## config.mk

```make
export PLATFORM = sky130hd
export DESIGN_NAME = tempsense_host_reader
export DESIGN_NICKNAME = d
export VERILOG_FILES = /design/src/rtl/tempsense_host_reader.sv
export SDC_FILE = /design/constraint.sdc
export NUM_CORES = 1
export LEC_CHECK = 0
export CORE_UTILIZATION = 45
export CTS_BUF_LIST = sky130_fd_sc_hd__clkbuf_8
export CTS_CLUSTER_DIAMETER = 30
export DETAILED_ROUTE_END_ITERATION = 7
export REMOVE_ABC_BUFFERS = 1
export SLEW_MARGIN = 20
export SYNTH_ARGS = -nofsm -noshare
export SYNTH_HDL_FRONTEND = slang
export SYNTH_SLANG_ARGS = --single-unit
export TNS_END_PERCENT = 1
```

## constraint.sdc

```tcl
create_clock -name clk -period 5.92 [get_ports clk]
set_input_delay 0.888 -clock clk [delete_from_list [all_inputs] [get_ports clk]]
set_output_delay 0.888 -clock clk [all_outputs]
set_load 0.01 [all_outputs]
```

## src/rtl/tempsense_host_reader.sv

```systemverilog
// Host-side reader: sends CMD_BYTE over 8N1 serial, gathers a 3-byte reply into a 24-bit result.
// Optional per-byte response watchdog enabled by defining READER_TIMEOUT_EN.
module tempsense_host_reader #(
    parameter int         CLK_FREQ       = 10000,
    parameter int         BAUD           = 1000,
    parameter logic [7:0] CMD_BYTE       = 8'h01,
    parameter int         TIMEOUT_CYCLES = 2000
) (
    input  logic        clk,
    input  logic        rst_n,
    input  logic        start,
    input  logic        rx,
    output logic        tx,
    output logic        busy,
    output logic [23:0] result,
    output logic        result_valid,
    output logic        framing_err,
    output logic        timeout_err
);
    localparam int BIT_CYC = CLK_FREQ / BAUD;
    localparam int CW      = $clog2(BIT_CYC + 1);
    localparam logic [CW-1:0] C_LAST = CW'(BIT_CYC - 1);
    localparam logic [CW-1:0] C_HALF = CW'(BIT_CYC / 2 - 1);

    typedef enum logic [2:0] {IDLE, SEND_CMD, WAIT_B0, WAIT_B1, WAIT_B2, DONE} state_t;
    typedef enum logic [1:0] {RX_IDLE, RX_START, RX_DATA, RX_STOP} rx_state_t;

    state_t      r_state, w_state_nxt;
    rx_state_t   r_rx_state, w_rx_nxt;
    logic        r_rx_meta, r_rx_sync, r_rx_prev;
    logic [CW-1:0] r_rx_cnt;
    logic [2:0]  r_rx_bits;
    logic [7:0]  r_rx_sh;
    logic        r_rx_done, r_rx_ferr;
    logic [9:0]  r_tx_sh;
    logic [CW-1:0] r_tx_cyc;
    logic [3:0]  r_tx_bit;
    logic [1:0]  r_idx, w_idx_nxt;
    logic [23:0] r_stage, w_stage_nxt, r_result;
    logic        w_accept, w_tx_last, w_timeout;

    // Receiver runs regardless of the host FSM; it only reports finished bytes.
    always_comb begin
        w_rx_nxt = r_rx_state;
        case (r_rx_state)
            RX_IDLE:  if (r_rx_prev && !r_rx_sync) w_rx_nxt = RX_START;
            RX_START: if (r_rx_cnt == C_HALF) w_rx_nxt = r_rx_sync ? RX_IDLE : RX_DATA;
            RX_DATA:  if (r_rx_cnt == C_LAST && r_rx_bits == 3'd7) w_rx_nxt = RX_STOP;
            RX_STOP:  if (r_rx_cnt == C_LAST) w_rx_nxt = RX_IDLE;
            default:  w_rx_nxt = RX_IDLE;
        endcase
    end

    always_ff @(posedge clk or negedge rst_n) begin
        if (!rst_n) begin
            r_rx_meta  <= 1'b1;
            r_rx_sync  <= 1'b1;
            r_rx_prev  <= 1'b1;
            r_rx_state <= RX_IDLE;
            r_rx_cnt   <= '0;
            r_rx_bits  <= '0;
            r_rx_sh    <= '0;
            r_rx_done  <= 1'b0;
            r_rx_ferr  <= 1'b0;
        end else begin
            r_rx_meta  <= rx;
            r_rx_sync  <= r_rx_meta;
            r_rx_prev  <= r_rx_sync;
            r_rx_state <= w_rx_nxt;
            r_rx_done  <= 1'b0;
            r_rx_ferr  <= 1'b0;
            if (r_rx_state == RX_IDLE || w_rx_nxt != r_rx_state || r_rx_cnt == C_LAST)
                r_rx_cnt <= '0;
            else
                r_rx_cnt <= r_rx_cnt + 1'b1;
            if (r_rx_state == RX_START) r_rx_bits <= '0;
            if (r_rx_state == RX_DATA && r_rx_cnt == C_LAST) begin
                r_rx_sh   <= {r_rx_sync, r_rx_sh[7:1]};
                r_rx_bits <= r_rx_bits + 1'b1;
            end
            if (r_rx_state == RX_STOP && r_rx_cnt == C_LAST) begin
                r_rx_done <= r_rx_sync;
                r_rx_ferr <= ~r_rx_sync;
            end
        end
    end

    assign w_tx_last = (r_state == SEND_CMD) && (r_tx_bit == 4'd9) && (r_tx_cyc == C_LAST);
    assign w_accept  = r_rx_done && (r_state inside {SEND_CMD, WAIT_B0, WAIT_B1, WAIT_B2});
    assign w_idx_nxt = r_idx + {1'b0, w_accept};

    always_comb begin
        w_stage_nxt = r_stage;
        if (w_accept) begin
            case (r_idx)
                2'd0:    w_stage_nxt[7:0]   = r_rx_sh;
                2'd1:    w_stage_nxt[15:8]  = r_rx_sh;
                default: w_stage_nxt[23:16] = r_rx_sh;
            endcase
        end
    end

    // A reply byte may already land while the command is still going out.
    always_comb begin
        w_state_nxt = r_state;
        case (r_state)
            IDLE:     if (start) w_state_nxt = SEND_CMD;
            SEND_CMD: begin
                if (r_rx_ferr) w_state_nxt = IDLE;
                else if (w_tx_last) begin
                    case (w_idx_nxt)
                        2'd0:    w_state_nxt = WAIT_B0;
                        2'd1:    w_state_nxt = WAIT_B1;
                        2'd2:    w_state_nxt = WAIT_B2;
                        default: w_state_nxt = DONE;
                    endcase
                end
            end
            WAIT_B0:  if (r_rx_ferr || w_timeout) w_state_nxt = IDLE;
                      else if (w_accept) w_state_nxt = WAIT_B1;
            WAIT_B1:  if (r_rx_ferr || w_timeout) w_state_nxt = IDLE;
                      else if (w_accept) w_state_nxt = WAIT_B2;
            WAIT_B2:  if (r_rx_ferr || w_timeout) w_state_nxt = IDLE;
                      else if (w_accept) w_state_nxt = DONE;
            DONE:     w_state_nxt = IDLE;
            default:  w_state_nxt = IDLE;
        endcase
    end

    always_ff @(posedge clk or negedge rst_n) begin
        if (!rst_n) begin
            r_state  <= IDLE;
            r_idx    <= '0;
            r_stage  <= '0;
            r_result <= '0;
            r_tx_sh  <= '1;
            r_tx_cyc <= '0;
            r_tx_bit <= '0;
        end else begin
            r_state <= w_state_nxt;
            if (r_state == IDLE) begin
                r_idx    <= '0;
                r_stage  <= '0;
                r_tx_sh  <= {1'b1, CMD_BYTE, 1'b0};
                r_tx_cyc <= '0;
                r_tx_bit <= '0;
            end else begin
                r_idx   <= w_idx_nxt;
                r_stage <= w_stage_nxt;
                if (r_state == SEND_CMD) begin
                    if (r_tx_cyc == C_LAST) begin
                        r_tx_cyc <= '0;
                        r_tx_sh  <= {1'b1, r_tx_sh[9:1]};
                        r_tx_bit <= r_tx_bit + 1'b1;
                    end else begin
                        r_tx_cyc <= r_tx_cyc + 1'b1;
                    end
                end
            end
            if (w_state_nxt == DONE && r_state != DONE) r_result <= w_stage_nxt;
        end
    end

`ifdef READER_TIMEOUT_EN
    localparam int TW = $clog2(TIMEOUT_CYCLES + 1);
    logic [TW-1:0] r_wd_cnt;
    logic          w_in_wait, w_wd_clr;

    assign w_in_wait = r_state inside {WAIT_B0, WAIT_B1, WAIT_B2};
    assign w_timeout = w_in_wait && (r_wd_cnt == TW'(TIMEOUT_CYCLES));
    assign w_wd_clr  = ((w_state_nxt inside {WAIT_B0, WAIT_B1, WAIT_B2}) && w_state_nxt != r_state)
                     || (r_rx_state == RX_START && w_rx_nxt == RX_DATA);

    // Counts only while the line is quiet, so a slow but live byte never trips it.
    always_ff @(posedge clk or negedge rst_n) begin
        if (!rst_n)
            r_wd_cnt <= '0;
        else if (w_wd_clr)
            r_wd_cnt <= '0;
        else if (w_in_wait && r_rx_state == RX_IDLE && !w_timeout)
            r_wd_cnt <= r_wd_cnt + 1'b1;
    end
`else
    assign w_timeout = 1'b0;
`endif

    assign tx           = (r_state == SEND_CMD) ? r_tx_sh[0] : 1'b1;
    assign busy         = (r_state != IDLE);
    assign result       = r_result;
    assign result_valid = (r_state == DONE);
    assign framing_err  = r_rx_ferr;
    assign timeout_err  = w_timeout;
endmodule

```

Word-level counts from Yosys, hierarchy flattened:

Cells that the tools add are included.

* output and inout bits: 29
* ROM bits: 0
* RAM bits: 0
* memories: 0
* flip-flop bits (word level): 93
* logic and storage cells: 101
* latch bits: 0

* add/sub/neg operators: 5
* div/mod/pow operators: 0
* reductions and logical operators: 22
* multiply operators: 0
* bitwise logic cells: 1
* equality and inequality tests: 19
* shift-type cells: 0
* muxes and demuxes: 38
* order comparisons: 0

Operators with widths (count)
* $mux W24: 2
* $mux W3: 11
* $mux W10: 3
* $mux W4: 7
* $mux W8: 3
* $pmux W3 S5: 1
* $add A4 B1 Y4 const B: 3
* $eq A3 B3 Y1 const B: 4
* $eq A4 B4 Y1 const B: 3
* $mux W2: 6
* $pmux W3 S3: 1
* $logic_and A1 B1 Y1: 8
* $pmux W2 S4: 1
* $eq A2 B1 Y1 const B: 3
* $eq A2 B2 Y1 const B: 3
* $eq A3 B2 Y1 const B: 2
* $logic_not A2 Y1: 3
* $reduce_bool A2 Y1: 3
* $eq A4 B3 Y1 const B: 1
* $reduce_bool A4 Y1: 1
* $add A3 B1 Y3 const B: 1
* $eq A3 B1 Y1 const B: 1
* $logic_not A3 Y1: 1
* $mux W1: 3
* 9 further kinds: 10

Logic depth before layout (Yosys ltp):

* depth in word-level cells: 11
* mapped depth: 13
* mapped depth without buffers: 9

Least setup slack after synthesis:

Ideal clock, no wire load.

* kind: register -> register
* from: register r_state[2]
* to: register r_result[16] (netlist: result[16])
* required time: 5841 ps
* arrival time: 2451 ps
* path slack: 3390 ps
* stages on the path, launching flop included: 14
* cell sequence: dfrtp_1 > buf_2 > nor3_2 > inv_2 > and3_1 > clkbuf_1 > ha_1 > xnor2_1 > a311oi_1 > a21bo_1 > a21boi_2 > buf_4 > buf_8 > mux2i_1

* cells in the longest elaborated chain, start to end: 11
* elaborated cells on any way between the ends: 28

RTL lines
* start: declaration: line 28 `state_t r_state, w_state_nxt;`
* start signal: assignment: line 140 `r_state <= w_state_nxt;`
* $eq A3 B1 Y1, or another cell as far along: line 88, 89, 106
* $reduce_bool A4 Y1: line 89 `assign w_accept = r_rx_done && (r_state inside {SEND_CMD, WAIT_B0, WAIT_B1, WAIT_B2});`
* $logic_and A1 B1 Y1: line 89
* $add A2 B1 Y2: line 90 `assign w_idx_nxt = r_idx + {1'b0, w_accept};`
* $eq A2 B2 Y1, or another cell as far along: line 111 `case (w_idx_nxt)`
* $pmux W3 S3: line 111
* $mux W3: line 110 `else if (w_tx_last) begin`
* $mux W3: line 109 `if (r_rx_ferr) w_state_nxt = IDLE;`
* $pmux W3 S5 (*): line 106 `case (r_state)`
* via w_state_nxt[2]: line 28
* $eq A3 B3 Y1 (*): line 160 `if (w_state_nxt == DONE && r_state != DONE) r_result <= w_stage_nxt;`
* $logic_and A1 B1 Y1 (*): line 160
* end signal: assignment: line 160
* end: declaration: line 39 `logic [23:0] r_stage, w_stage_nxt, r_result;`

Mark *: on every way through the listed nets, which the timed path passes. The rest lies on a longest branch.
A chain may end at the register's enable or synchronous reset.

Final worst setup path:

* from: register r_state[0]
* to: register r_result[22] (netlist: result[22])

Same word-level chain as after synthesis.

==> flow_summary.toml <==
[global_routing]
grt_start_max_net_pins = 76
grtUsageTotal = 0.160
grt-ovfl-total = 0
grt_pass1_wl_um = 12100
grt_pass1_vias = 2527
antenna_found_initial = 0

[clocking]
insertion_delay_ns = 0.35
numCtsBuffers = 9
clock-root-buffer = "clkbuf_8"
cts.path.max_buffers = 2
path_clk_slew_ns = 0.09
cts_tree = "built"
cts_setup_buffers = 0
cts-resized-gates = 0
clock-sinks = 92
cts_hold_buf = 0
htree_levels = 3

[placement]
place_ws_ns = 2.34
gp_congestion = 0.793
hpwl_um = 4480
port_buffers = 31

[sta]
fin_setup_tns_ns = 0
period_share = 0.603
skew_ns = 0.0101
finalHoldViolCount = 0
fin_crit_ns = 3.57
fmax_ghz = 0.280
worstMarginPinSlew_ns = 1.09
final_max_slew_viol_count = 0
rsz0062_at_grt = "false"
relSlewSlack = 0.269
finalSetupViolations = 0
finalWorstSetupSlack_ns = 2.35

[pwr]
total_power_uw = 1690
intPower_uw = 1150
switchingPower_uw = 535
ir_worst_vdd_v = 0.000193
pwr-share-clk = 0.252
power.share.sequential = 0.506
switching_share = 0.317
power.density_nw_per_um2 = 365
power.share.combinational = 0.243
leakagePower_uw = 0.00237

[route]
drt_wl_total_um = 7000
detail_route.iter0.violations = 102
via_per_inst = 4.99
detail_route.wl_per_cell_um = 14.0
drc = 0
ant_nets = 0
vias = 2499
dr.pass1.iters = 4

[outcome]
run_status = "finished clean"

[worst_setup_path]
ff2ff_setup_slack_ns = 2.35
r2r-end = "result[22]"
critPathKind = "reg -> reg"
cp_max_fo = 31
r2r_start = "r_state[0]"
cp-start-kind = "flip-flop"
worst-r2r-cell-count = 10
end_kind = "flip-flop"
arrival_ns = 3.84
critPathRequiredTime_ns = 6.19

[synth]
synth_warnings = 0
async_reset_ff_frac = 1.00
synthFlopType = "dfrtp_1"
synth_area_per_cell_um2 = 11.2
synth-seq-cells = 92
syn_area_um2 = 4040
synth_edf_count = 0
synthesis.instances = 360
synthDistinctLibCells = 44
ys_seq_area_frac = 0.573

[floorplanning]
num_rows = 34
ioPinCount = 33
die_w_um = 96.8
die_h_um = 96.8
dieArea_um2 = 9370
start_util = 0.464
core_area_um2 = 8720

[min_path]
holdPathStages = 0
min_path_type = "reg -> reg"
min_to = "r_rx_sync"
hp-start = "r_rx_meta"

[layout]
final_common_cell = "dfrtp_1"
area_delta_synth_final_pct = 14.5
regArea_um2 = 2320
fill_cells = 787
drive_gt1_frac = 0.122
diodes = 0
multi_input_area_um2 = 1510
nets = 402
final_cell_mix = "dfrtp_1, mux2i_1, nor2_1"

[job]
drv_cap = 0
flip-flops by register name, summed over array words and instances, names as in the netlist, 2 cells and up:
register / flops
r_idx: 2
r_rx_bits: 3
r_rx_state: 2
r_rx_cnt: 4
r_tx_bit: 4
r_rx_sh: 8
r_state: 3
r_tx_cyc: 4
r_stage: 24
result: 24
r_tx_sh: 9
cell type report:
type / count / area share
Sequential cell: 92 / 0.501
Multi-Input combinational cell: 217 / 0.327
Timing Repair Buffer: 34 / 0.0714
Clock buffer: 10 / 0.0297
Tap cell: 108 / 0.0292
Inverter: 34 / 0.0276
Clock inverter: 6 / 0.0143
cell usage after synthesis, types with 3 or more instances:
library cell	count	share of area
a21oi_1	3	0.0037
a31oi_1	3	0.0046
buf_2	4	0.0050
clkbuf_1	9	0.0084
dfrtp_1	80	0.50
dfstp_2	12	0.078
ha_1	10	0.031
inv_1	33	0.031
mux2_2	9	0.025
mux2i_1	51	0.13
nand2_1	31	0.029
nand3_1	6	0.0074
nand3b_1	4	0.0074
nor2_1	45	0.042
nor2b_1	3	0.0046
nor3b_1	3	0.0056
o21ai_0	13	0.016
or2_2	3	0.0046
xor2_1	3	0.0065
routing by layer:
metal | global-route usage | wire length, um | vias up
met5 | 0 | 0 | -
met4 | 0.0654 | 117 | 0
met3 | 0.0289 | 163 | 12
met2 | 0.246 | 3100 | 31
met1 | 0.225 | 3610 | 1217
li1 | - | - | 1239
critical path, cell delays in order, from the launching register on:
cell and delay [ns]:
dfrtp_1 0.53, nor3_4 0.20, buf_4 0.34, inv_2 0.17
and3_1 0.26, ha_1 0.21, xnor2_1 0.16, a311oi_1 0.29
a21bo_1 0.16, a21boi_4 0.86, mux2i_1 0.28
cells by family (layout without fill, tap and decap cells):
| kind of cell | count (synthesis) | after routing | synth area share |
|---|---|---|---|
| AO/OA/AOI/OAI | 33 | 33 | 0.0523 |
| XOR/XNOR | 5 | 5 | 0.0108 |
| adder cells (fa/ha/maj) | 10 | 10 | 0.0310 |
| buffers and inverters | 51 | 84 | 0.0560 |
| flip-flops | 92 | 92 | 0.573 |
| multiplexers | 60 | 60 | 0.151 |
| other | 1 | 1 | 0.000928 |
| AND/OR/NAND/NOR | 108 | 108 | 0.124 |
power groups by stage:
stage	clock network [uW]	logic, uW	registers (uW)
2_1_floorplan	0	248	855
3_3_place_gp	0	403	863
3_5_place_dp	0	415	867
4_1_cts	441	417	855
5_1_grt	462	468	873
6_report	425	410	854
how the worst max path moves through the flow:
stage          slack [ns]  cells past startpoint    endpoint        from
6_report             2.35                     10  result[22]  r_state[0]
5_1_grt              2.12                     10  result[22]  r_state[0]
4_1_cts              2.33                     10   result[4]  r_state[0]
3_5_place_dp         2.34                     10   result[4]  r_state[0]
3_3_place_gp         2.46                     10   result[2]  r_state[0]
2_1_floorplan        1.81                      9   result[0]  r_state[0]
stage by stage:
step | area (um2) | instances | hold WS, ns | utilization
floorplan | 3940 | 343 | 0.345 | -
global placement | 4420 | 485 | 0.347 | 0.507
detailed placement | 4420 | 485 | 0.348 | 0.507
CTS | 4630 | 501 | 0.362 | 0.531
global route | 4630 | 501 | 0.375 | 0.531
finish | 4630 | 501 | 0.361 | 0.531
(Power assumes the default switching activity.)
